<file path="config.mk">
export PLATFORM = sky130hd
export DESIGN_NAME = reg_file_sb
export DESIGN_NICKNAME = d
export VERILOG_FILES = /design/src/rtl/reg_file_pkg.sv /design/src/rtl/reg_file_rdport.sv /design/src/rtl/reg_file_sb.sv
export SDC_FILE = /design/constraint.sdc
export NUM_CORES = 1
export LEC_CHECK = 0
export BUFFER_PORTS_ARGS = -buffer_cell sky130_fd_sc_hd__buf_2
export CAP_MARGIN = 20
export CORE_ASPECT_RATIO = 0.5
export CORE_MARGIN = 4
export CORE_UTILIZATION = 46
export CTS_CLUSTER_DIAMETER = 60
export CTS_CLUSTER_SIZE = 28
export DETAILED_ROUTE_END_ITERATION = 6
export GPL_ROUTABILITY_DRIVEN = 1
export SETUP_SLACK_MARGIN = 0.02
export SLEW_MARGIN = 15
export SYNTH_ARGS = -nofsm -noshare
export SYNTH_HDL_FRONTEND = slang
export SYNTH_HIERARCHICAL = 1
export SYNTH_SLANG_ARGS = --single-unit
</file>
<file path="constraint.sdc">
create_clock -name clk -period 6.71 [get_ports clk]
set_input_delay 0.671 -clock clk [delete_from_list [all_inputs] [get_ports clk]]
set_output_delay 0.671 -clock clk [all_outputs]
set_load 0.02 [all_outputs]
</file>
<file path="src/rtl/reg_file_pkg.sv">
// Shared defaults and a popcount helper for the scoreboarded register file.
// No logic of its own; imported by reg_file_sb and reg_file_rdport.
package reg_file_pkg;
  localparam int DEF_WIDTH = 16;
  localparam int DEF_DEPTH = 8;
  localparam int MAX_DEPTH = 64;

  function automatic int popcount(input logic [MAX_DEPTH-1:0] v);
    int n;
    n = 0;
    for (int i = 0; i < MAX_DEPTH; i++) begin
      if (v[i]) n = n + 1;
    end
    return n;
  endfunction
endpackage

</file>
<file path="src/rtl/reg_file_rdport.sv">
// Read port: register-select mux with same-cycle bypass override and hard-zero register 0.
// Latency: combinational. Backpressure: none; busy reports the pending bit of the addressed register.
// Reset forces data and busy to 0.
module reg_file_rdport
  import reg_file_pkg::*;
#(
  parameter int WIDTH   = DEF_WIDTH,
  parameter int DEPTH   = DEF_DEPTH,
  parameter int ZERO_R0 = 0,
  localparam int AW     = $clog2(DEPTH)
) (
  input  logic [WIDTH-1:0] mem [DEPTH],
  input  logic [DEPTH-1:0] pending,
  input  logic [AW-1:0]    adr,
  input  logic             byp_vld,
  input  logic [WIDTH-1:0] byp_dat,
  input  logic             reset,
  output logic [WIDTH-1:0] dat,
  output logic             busy
);

  always_comb begin
    dat  = mem[adr];
    busy = pending[adr];
    // A write landing this cycle has already resolved the hazard.
    if (byp_vld) begin
      dat  = byp_dat;
      busy = 1'b0;
    end
    if (ZERO_R0 != 0 && adr == '0) begin
      dat  = '0;
      busy = 1'b0;
    end
    if (reset) begin
      dat  = '0;
      busy = 1'b0;
    end
  end

endmodule

</file>
<file path="src/rtl/reg_file_sb.sv">
// Two-read/one-write register file with a per-register pending scoreboard and stall output.
// Latency: reads combinational, writes/pend bits/pend_cnt update at the clk edge. Backpressure: stall flags a pending source.
// Optional REG_FILE_SB_BYPASS_EN forwards the in-flight write data to matching read ports.
module reg_file_sb
  import reg_file_pkg::*;
#(
  parameter int WIDTH   = DEF_WIDTH,
  parameter int DEPTH   = DEF_DEPTH,
  parameter int ZERO_R0 = 0,
  localparam int AW     = $clog2(DEPTH)
) (
  input  logic             clk,
  input  logic             reset,
  input  logic             we,
  input  logic [AW-1:0]    W_Adr,
  input  logic [WIDTH-1:0] W,
  input  logic [AW-1:0]    R_Adr,
  input  logic [AW-1:0]    S_Adr,
  output logic [WIDTH-1:0] R,
  output logic [WIDTH-1:0] S,
  input  logic             issue,
  input  logic [AW-1:0]    I_Adr,
  output logic             busy_R,
  output logic             busy_S,
  output logic             stall,
  output logic [AW:0]      pend_cnt
);

  logic [WIDTH-1:0]     mem [DEPTH];
  logic [DEPTH-1:0]     pending;
  logic [DEPTH-1:0]     pend_set;
  logic [DEPTH-1:0]     pend_clr;
  logic [DEPTH-1:0]     pend_next;
  logic [MAX_DEPTH-1:0] pend_ext;
  logic [AW:0]          cnt_next;
  logic                 wr_en;
  logic                 byp_r;
  logic                 byp_s;
  int                   pop;

  assign wr_en = we && !(ZERO_R0 != 0 && W_Adr == '0);

  always_comb begin
    pend_set = '0;
    pend_clr = '0;
    if (we) pend_clr[W_Adr] = 1'b1;
    if (issue && !(ZERO_R0 != 0 && I_Adr == '0)) pend_set[I_Adr] = 1'b1;
    // Set after clear: a new producer to the same register wins.
    pend_next = (pending & ~pend_clr) | pend_set;
    pend_ext  = MAX_DEPTH'(pend_next);
    pop       = popcount(pend_ext);
    cnt_next  = (pop > DEPTH) ? (AW+1)'(DEPTH) : (AW+1)'(pop);
  end

  always_ff @(posedge clk or posedge reset) begin
    if (reset) begin
      for (int i = 0; i < DEPTH; i++) mem[i] <= '0;
      pending  <= '0;
      pend_cnt <= '0;
    end else begin
      if (wr_en) mem[W_Adr] <= W;
      pending  <= pend_next;
      pend_cnt <= cnt_next;
    end
  end

`ifdef REG_FILE_SB_BYPASS_EN
  assign byp_r = wr_en && !reset && (W_Adr == R_Adr);
  assign byp_s = wr_en && !reset && (W_Adr == S_Adr);
`else
  assign byp_r = 1'b0;
  assign byp_s = 1'b0;
`endif

  reg_file_rdport #(.WIDTH(WIDTH), .DEPTH(DEPTH), .ZERO_R0(ZERO_R0)) u_rd_r (
    .mem     (mem),
    .pending (pending),
    .adr     (R_Adr),
    .byp_vld (byp_r),
    .byp_dat (W),
    .reset   (reset),
    .dat     (R),
    .busy    (busy_R)
  );

  reg_file_rdport #(.WIDTH(WIDTH), .DEPTH(DEPTH), .ZERO_R0(ZERO_R0)) u_rd_s (
    .mem     (mem),
    .pending (pending),
    .adr     (S_Adr),
    .byp_vld (byp_s),
    .byp_dat (W),
    .reset   (reset),
    .dat     (S),
    .busy    (busy_S)
  );

  assign stall = busy_R | busy_S;

endmodule
</file>
-- After elaboration in Yosys (flattened, before gate mapping)
Cells that the tools add are included.
- register bits: 140
- magnitude comparators: 11
- add/sub/neg operators: 7
- reduce and logical (&&, ||, !) cells: 3
- bitwise logic cells: 7
- muxes and demuxes: 32
- operator list (cell ; number):
    32-bit 2-to-1 mux ; 7
    32-bit by 2-bit adder with 32-bit output (second input constant) ; 6
    128-bit bitwise mux ; 1
    16-bit 2-to-1 mux ; 7
    16-bit binary-select mux with 3-bit select ; 2
    16-bit demux with 3-bit select ; 1
    32-bit by 5-bit > comparator with 1-bit output (second input constant) ; 1
    3-bit by 4-bit less-than comparator with 1-bit output (second input constant) ; 4
    8-bit 2-to-1 mux ; 2
    4-bit greater-or-equal comparator (second input constant) ; 3
    3-bit NOT with 4-bit output ; 3
    8-bit bitwise AND ; 1
    8-bit NOT ; 1
    8-bit bitwise OR ; 1
    1-bit 2-to-1 mux ; 7
    1-bit binary-select mux with 3-bit select ; 2
    1-bit demux with 3-bit select ; 2
    3-bit by 1-bit greater-or-equal comparator with 1-bit output (second input constant) ; 2
    4-bit by 1-bit less-than comparator with 1-bit output (second input constant) ; 1
    4-bit 2-to-1 mux ; 1
    1-bit logical AND ; 3
    1-bit by 1-bit adder with 2-bit output (second input constant) ; 1
    1-bit bitwise OR ; 1

-- Logic depth before layout (Yosys ltp)
- depth after elaboration: 25
- depth in mapped cells: 30
- depth with buffers taken out: 27

-- Modules after synthesis
The synthesis kept the hierarchy.
- by module, submodules not included (module ; area an instance (um^2) ; cells an instance ; seq. area each (um^2) ; instances):
    reg_file_sb ; 5916.9 ; 495 ; 3503.4 ; 1
    reg_file_rdport ; 1276.2 ; 137 ; 0.0 ; 2

-- Worst setup path before layout
Ideal clock, no wire load.
- path type: in2reg
- start: input port W_Adr[1]
- end: register pend_cnt[1]
- stages: 27
- data arrival time: 5.407 ns
- required time: 6.588 ns
- setup slack: 1.181 ns
- setup time: 0.122 ns
- cell sequence: buf_4 -> nand2b_1 -> or3_1 -> clkbuf_1 -> clkbuf_1 -> a22oi_1 -> ha_1 -> xor2_2 -> ha_1 -> nand2_1 -> nand2_1 -> ha_1 -> nor2_1 -> a31oi_1 -> ha_1 -> nand2_1 -> nand2_1 -> ha_1 -> nor2_1 -> o21bai_1 -> inv_1 -> ha_1 -> nand2_1 -> or2_1 -> nor2_1 -> a22oi_1 -> a2111oi_1
- cells in the longest elaborated chain, start to end: 25
- ends and longest elaborated chain (element ; RTL line ; RTL):
    from (decl) ; reg_file_sb.sv:15 ; input logic [AW-1:0] W_Adr,
    3-bit by 4-bit less-than comparator with 1-bit output (implied by the code) or 3-bit by 1-bit greater-or-equal comparator with 1-bit output (tied branches) ; reg_file_sb.sv:46 ; if (we) pend_clr[W_Adr] = 1'b1;
    1-bit logical AND (implied by the code) ; reg_file_sb.sv:46 ;
    1-bit 2-to-1 mux (implied by the code) ; reg_file_sb.sv:46 ;
    1-bit demux with 3-bit select * ; reg_file_sb.sv:46 ;
    8-bit 2-to-1 mux * ; reg_file_sb.sv:46 ;
    8-bit NOT * ; reg_file_sb.sv:49 ; pend_next = (pending & ~pend_clr) | pend_set;
    8-bit bitwise AND * ; reg_file_sb.sv:49 ;
    8-bit bitwise OR * ; reg_file_sb.sv:49 ;
    [10 not listed] ; -- ;
    32-bit 2-to-1 mux ; reg_file_pkg.sv:12 ; if (v[i]) n = n + 1;
    32-bit by 2-bit adder with 32-bit output ; reg_file_pkg.sv:12 ;
    32-bit 2-to-1 mux ; reg_file_pkg.sv:12 ;
    32-bit by 2-bit adder with 32-bit output ; reg_file_pkg.sv:12 ;
    32-bit 2-to-1 mux * ; reg_file_pkg.sv:12 ;
    32-bit by 5-bit > comparator with 1-bit output ; reg_file_sb.sv:52 ; cnt_next = (pop > DEPTH) ? (AW+1)'(DEPTH) : (AW+1)'(pop);
    4-bit 2-to-1 mux * ; reg_file_sb.sv:52 ;
    net cnt_next[1] ; reg_file_sb.sv:35 ; logic [AW:0] cnt_next;
    to (signal assigned) ; reg_file_sb.sv:63 ; pend_cnt <= cnt_next;
    to (decl) ; reg_file_sb.sv:26 ; output logic [AW:0] pend_cnt
Mark *: on every way through the listed nets, which the timed path passes. The rest lies on a longest branch.
A chain may end at the register's enable or synchronous reset.

-- Final worst setup path
Same ends and word-level chain as after synthesis.

==> results.md <==
* FP Rows at 34
* Gr usage total at 24.2%
* Inst Count DP at 1034
* Residual DRC at 0
* DRT iter0 DRCs at 526
* Setup slack after layout at 1.33 ns
* Post-synth EDFFs at 0
* Vias in the first global route at 6459
* Finished Layout Cells at 1068
* Grt total ovfl at 0
* Netlist cell types at 65
* Die Area at 0.0208 mm²
* Post-Place Worst Slack at 0.917 ns
* Final hold violations at 0
* Status: finished with violations
* Adder-cell area share of the yosys netlist at 1.03%
* Yosys top cell by area: dfrtp_1
* Clock skew at 0.00770 ns
* Placer congestion estimate at 0.855
* Crit path time final at 5.38 ns
* XOR/XNOR share of the synthesized area at 1.80%
* Sequential area share after synthesis at 41.4%
* Layout Nets at 860
* Detail Placement HPWL at 14.8 mm
* RSZ-0062 raised after global routing: false
* Synth top area cells: dfrtp_1 (41%), mux2_2 (19%), mux4_2 (9.6%), nand2_1 (8.5%), o31ai_1 (2.4%)
* P&R area growth vs syn at 12.5%
* Resize count post-CTS at 0
* Max-slew violation count at 34
* Via count at 6386
* Worst hold path class: input pin to asynchronous set/reset pin
* Post-Syn Instances at 769
* Top-area cell type share of the netlist area at 41.4%
* #FFs+latches synth at 140
* CTS tree: done
* Pwr/cell area at 330 mW/mm²
* Htree depth at 4
* Port bufs at 70
* Final Power at 3140 µW
* Share of cells above drive strength 1 at 37.7%
* Initial antenna violation count at 1
* Peak supply drop at 285 µV
* Critical path arrival at 5.69 ns
* Clock sink count at 140
* Post-Syn Area at 0.00847 mm²
* Crit Path Max Fanout at 17
* Clock-pin slew on the worst setup and hold paths at 0.07 ns
* Pin count of the biggest net entering global routing at 77
* Critical path class: input pin to register
* Initial Utilization at 47.9%
* Synth async-reset ratio at 100%
* Total Wirelength at 24.9 mm
* Wire length per cell at 23.3 µm
* Mean Syn Cell Area at 11.0 µm²
* Max Buffers Root-to-Sink at 2
* Simple-gate share of the synthesized area at 14.7%
* Avg Vias per Cell at 5.98
* Syn. warnings at 6
* Failing checks: max-slew violations
* Post-CTS Setup Bufs at 0
* Setup TNS at 0 ns
* Die Span X at 200 µm
* Global-route wire length before repair at 38.2 mm
* Actual slew at the worst max-slew pin at 1.99 ns
* Crit path required time at 7.02 ns
* Worst skew pair latency at 0.43 ns
* Antenna Violating Nets Remaining at 0
* Compound-Gate Fraction of Synth Area at 7.74%
* Mux share of post-synthesis cell area at 28.9%
* Core ar. at 0.0177 mm²
* Maximum clock frequency at 186 MHz
* Critical Path End Type: register
* Root Buffer: clkbuf_16
* Max Cap Viol at 0
* Final setup violation count at 0
* Leakage at 0.00431 µW
* Cts bufs inserted at 17
* Largest family of logic cells by synthesized area: multiplexers
* Relative slew margins at -33.3%
* TritonRoute pass-1 iters at 4
* Die H at 104 µm
* Type of origin of the critical path: input pin
* Final period utilization at 80.1%
* Hold-fix buffers at CTS at 0
* IO Pins at 71
* Top FF cell, synth: dfrtp_1
routing by layer:
layer  wire length [µm]  share of wire [%]  GRT usage [%]
met1              11300                 46           34.5
met2              11200                 45           36.3
met3               1880                7.6           6.18
met4                462                1.9           7.41
met5                  0                  0              0
through the flow:
step	hold slack (ns)	area (µm²)	util (%)
after floorplan	0.457	8480	-
after global placement	0.469	8880	50.2
after detailed placement	0.478	8880	50.2
after CTS	0.389	9470	53.5
after global routing	0.433	9530	53.8
final	0.372	9530	53.8
flip-flops by register name, indices dropped and copies added, names as in the netlist:
name and cells:
mem 128, pend_cnt 4, pending 8
layout by cell type, fill, tap and decap left out, types with 7 or more instances in the layout:
cell,netlist,final
o22ai_1,30,30
nand2_1,191,191
nor2b_1,8,8
clkbuf_16,0,17
ha_1,7,7
buf_2,14,70
mux4_2,36,36
o31ai_1,27,27
inv_1,10,9
buf_4,5,9
dfrtp_1,140,140
xnor2_1,8,8
nor2_1,44,44
mux2_2,142,142
power by group:
| part | internal, µW | switching, µW |
|---|---|---|
| Clock | 569 | 393 |
| Combinational | 501 | 518 |
| Sequential | 1030 | 128 |
| Total | 2100 | 1040 |
critical path: stages:
cell and delay, ns:
buf_2 0.15, nand2b_1 0.21, or3_1 0.32, buf_4 0.25, a22oi_1 0.28, ha_1 0.32, xor2_2 0.33, ha_1 0.29
nand2_1 0.12, nand2_1 0.08, ha_1 0.29, nor2_1 0.05, a31oi_1 0.19, ha_1 0.26, nand2_1 0.07, nand2_1 0.08
ha_1 0.28, nor2_1 0.04, o21bai_1 0.23, inv_1 0.09, ha_1 0.18, nand2_1 0.08, or2_1 0.25, nor2_1 0.11
a22oi_1 0.10, a2111oi_1 0.36
final timing paths:
kind	depth (start not counted)	from	slack, ns	endpoint
setup / recovery	26	W_Adr[1]	1.33	pend_cnt[1]$_DFF_PP0_
hold / removal	2	reset	0.37	mem[103]$_DFFE_PP0P_
setup reg to reg	23	pending[1]$_DFF_PP0_	2.12	pend_cnt[1]$_DFF_PP0_
hold reg to reg	2	mem[90]$_DFFE_PP0P_	0.49	mem[90]$_DFFE_PP0P_
max in group asynchronous	4	reset	5.25	mem[91]$_DFFE_PP0P_
min in group clk	2	mem[90]$_DFFE_PP0P_	0.49	mem[90]$_DFFE_PP0P_
final cells by class:
cell class | instances | area, µm²
antenna | 1 | 2.50
multi-input combinational | 570 | 4620
tap | 234 | 293
sequential | 140 | 3500
fill | 1589 | 8170
inverter | 11 | 46.3
clock buffer | 19 | 453
clock inverter | 12 | 139
timing repair buffer | 81 | 473
synth_stat cells (all sizes together), types with 3 or more instances:
library cell / number
nor3b: 3
clkbuf: 21
a2111oi: 3
buf: 30
nand4b: 4
xor2: 3
mux2i: 3
nor2: 44
mux2: 143
o31ai: 31
mux4: 36
a21oi: 4
nand3: 3
nand2b: 3
xnor2: 9
dfrtp: 140
ha: 7
nor2b: 8
inv: 11
o22ai: 30
or2: 5
nand2: 191
cells by family (layout without fill, tap and decap cells):
kind of cell    count (synthesis)  count (layout)
flops                         140             140
mux                           182             182
buf+inv                        62             123
compound gates                 84              84
other cells                     1               5
xor+xnor                       13              13
fa+ha+maj                       7               7
simple gates                  280             280
Note: power is estimated with default switching activity, not from simulation.
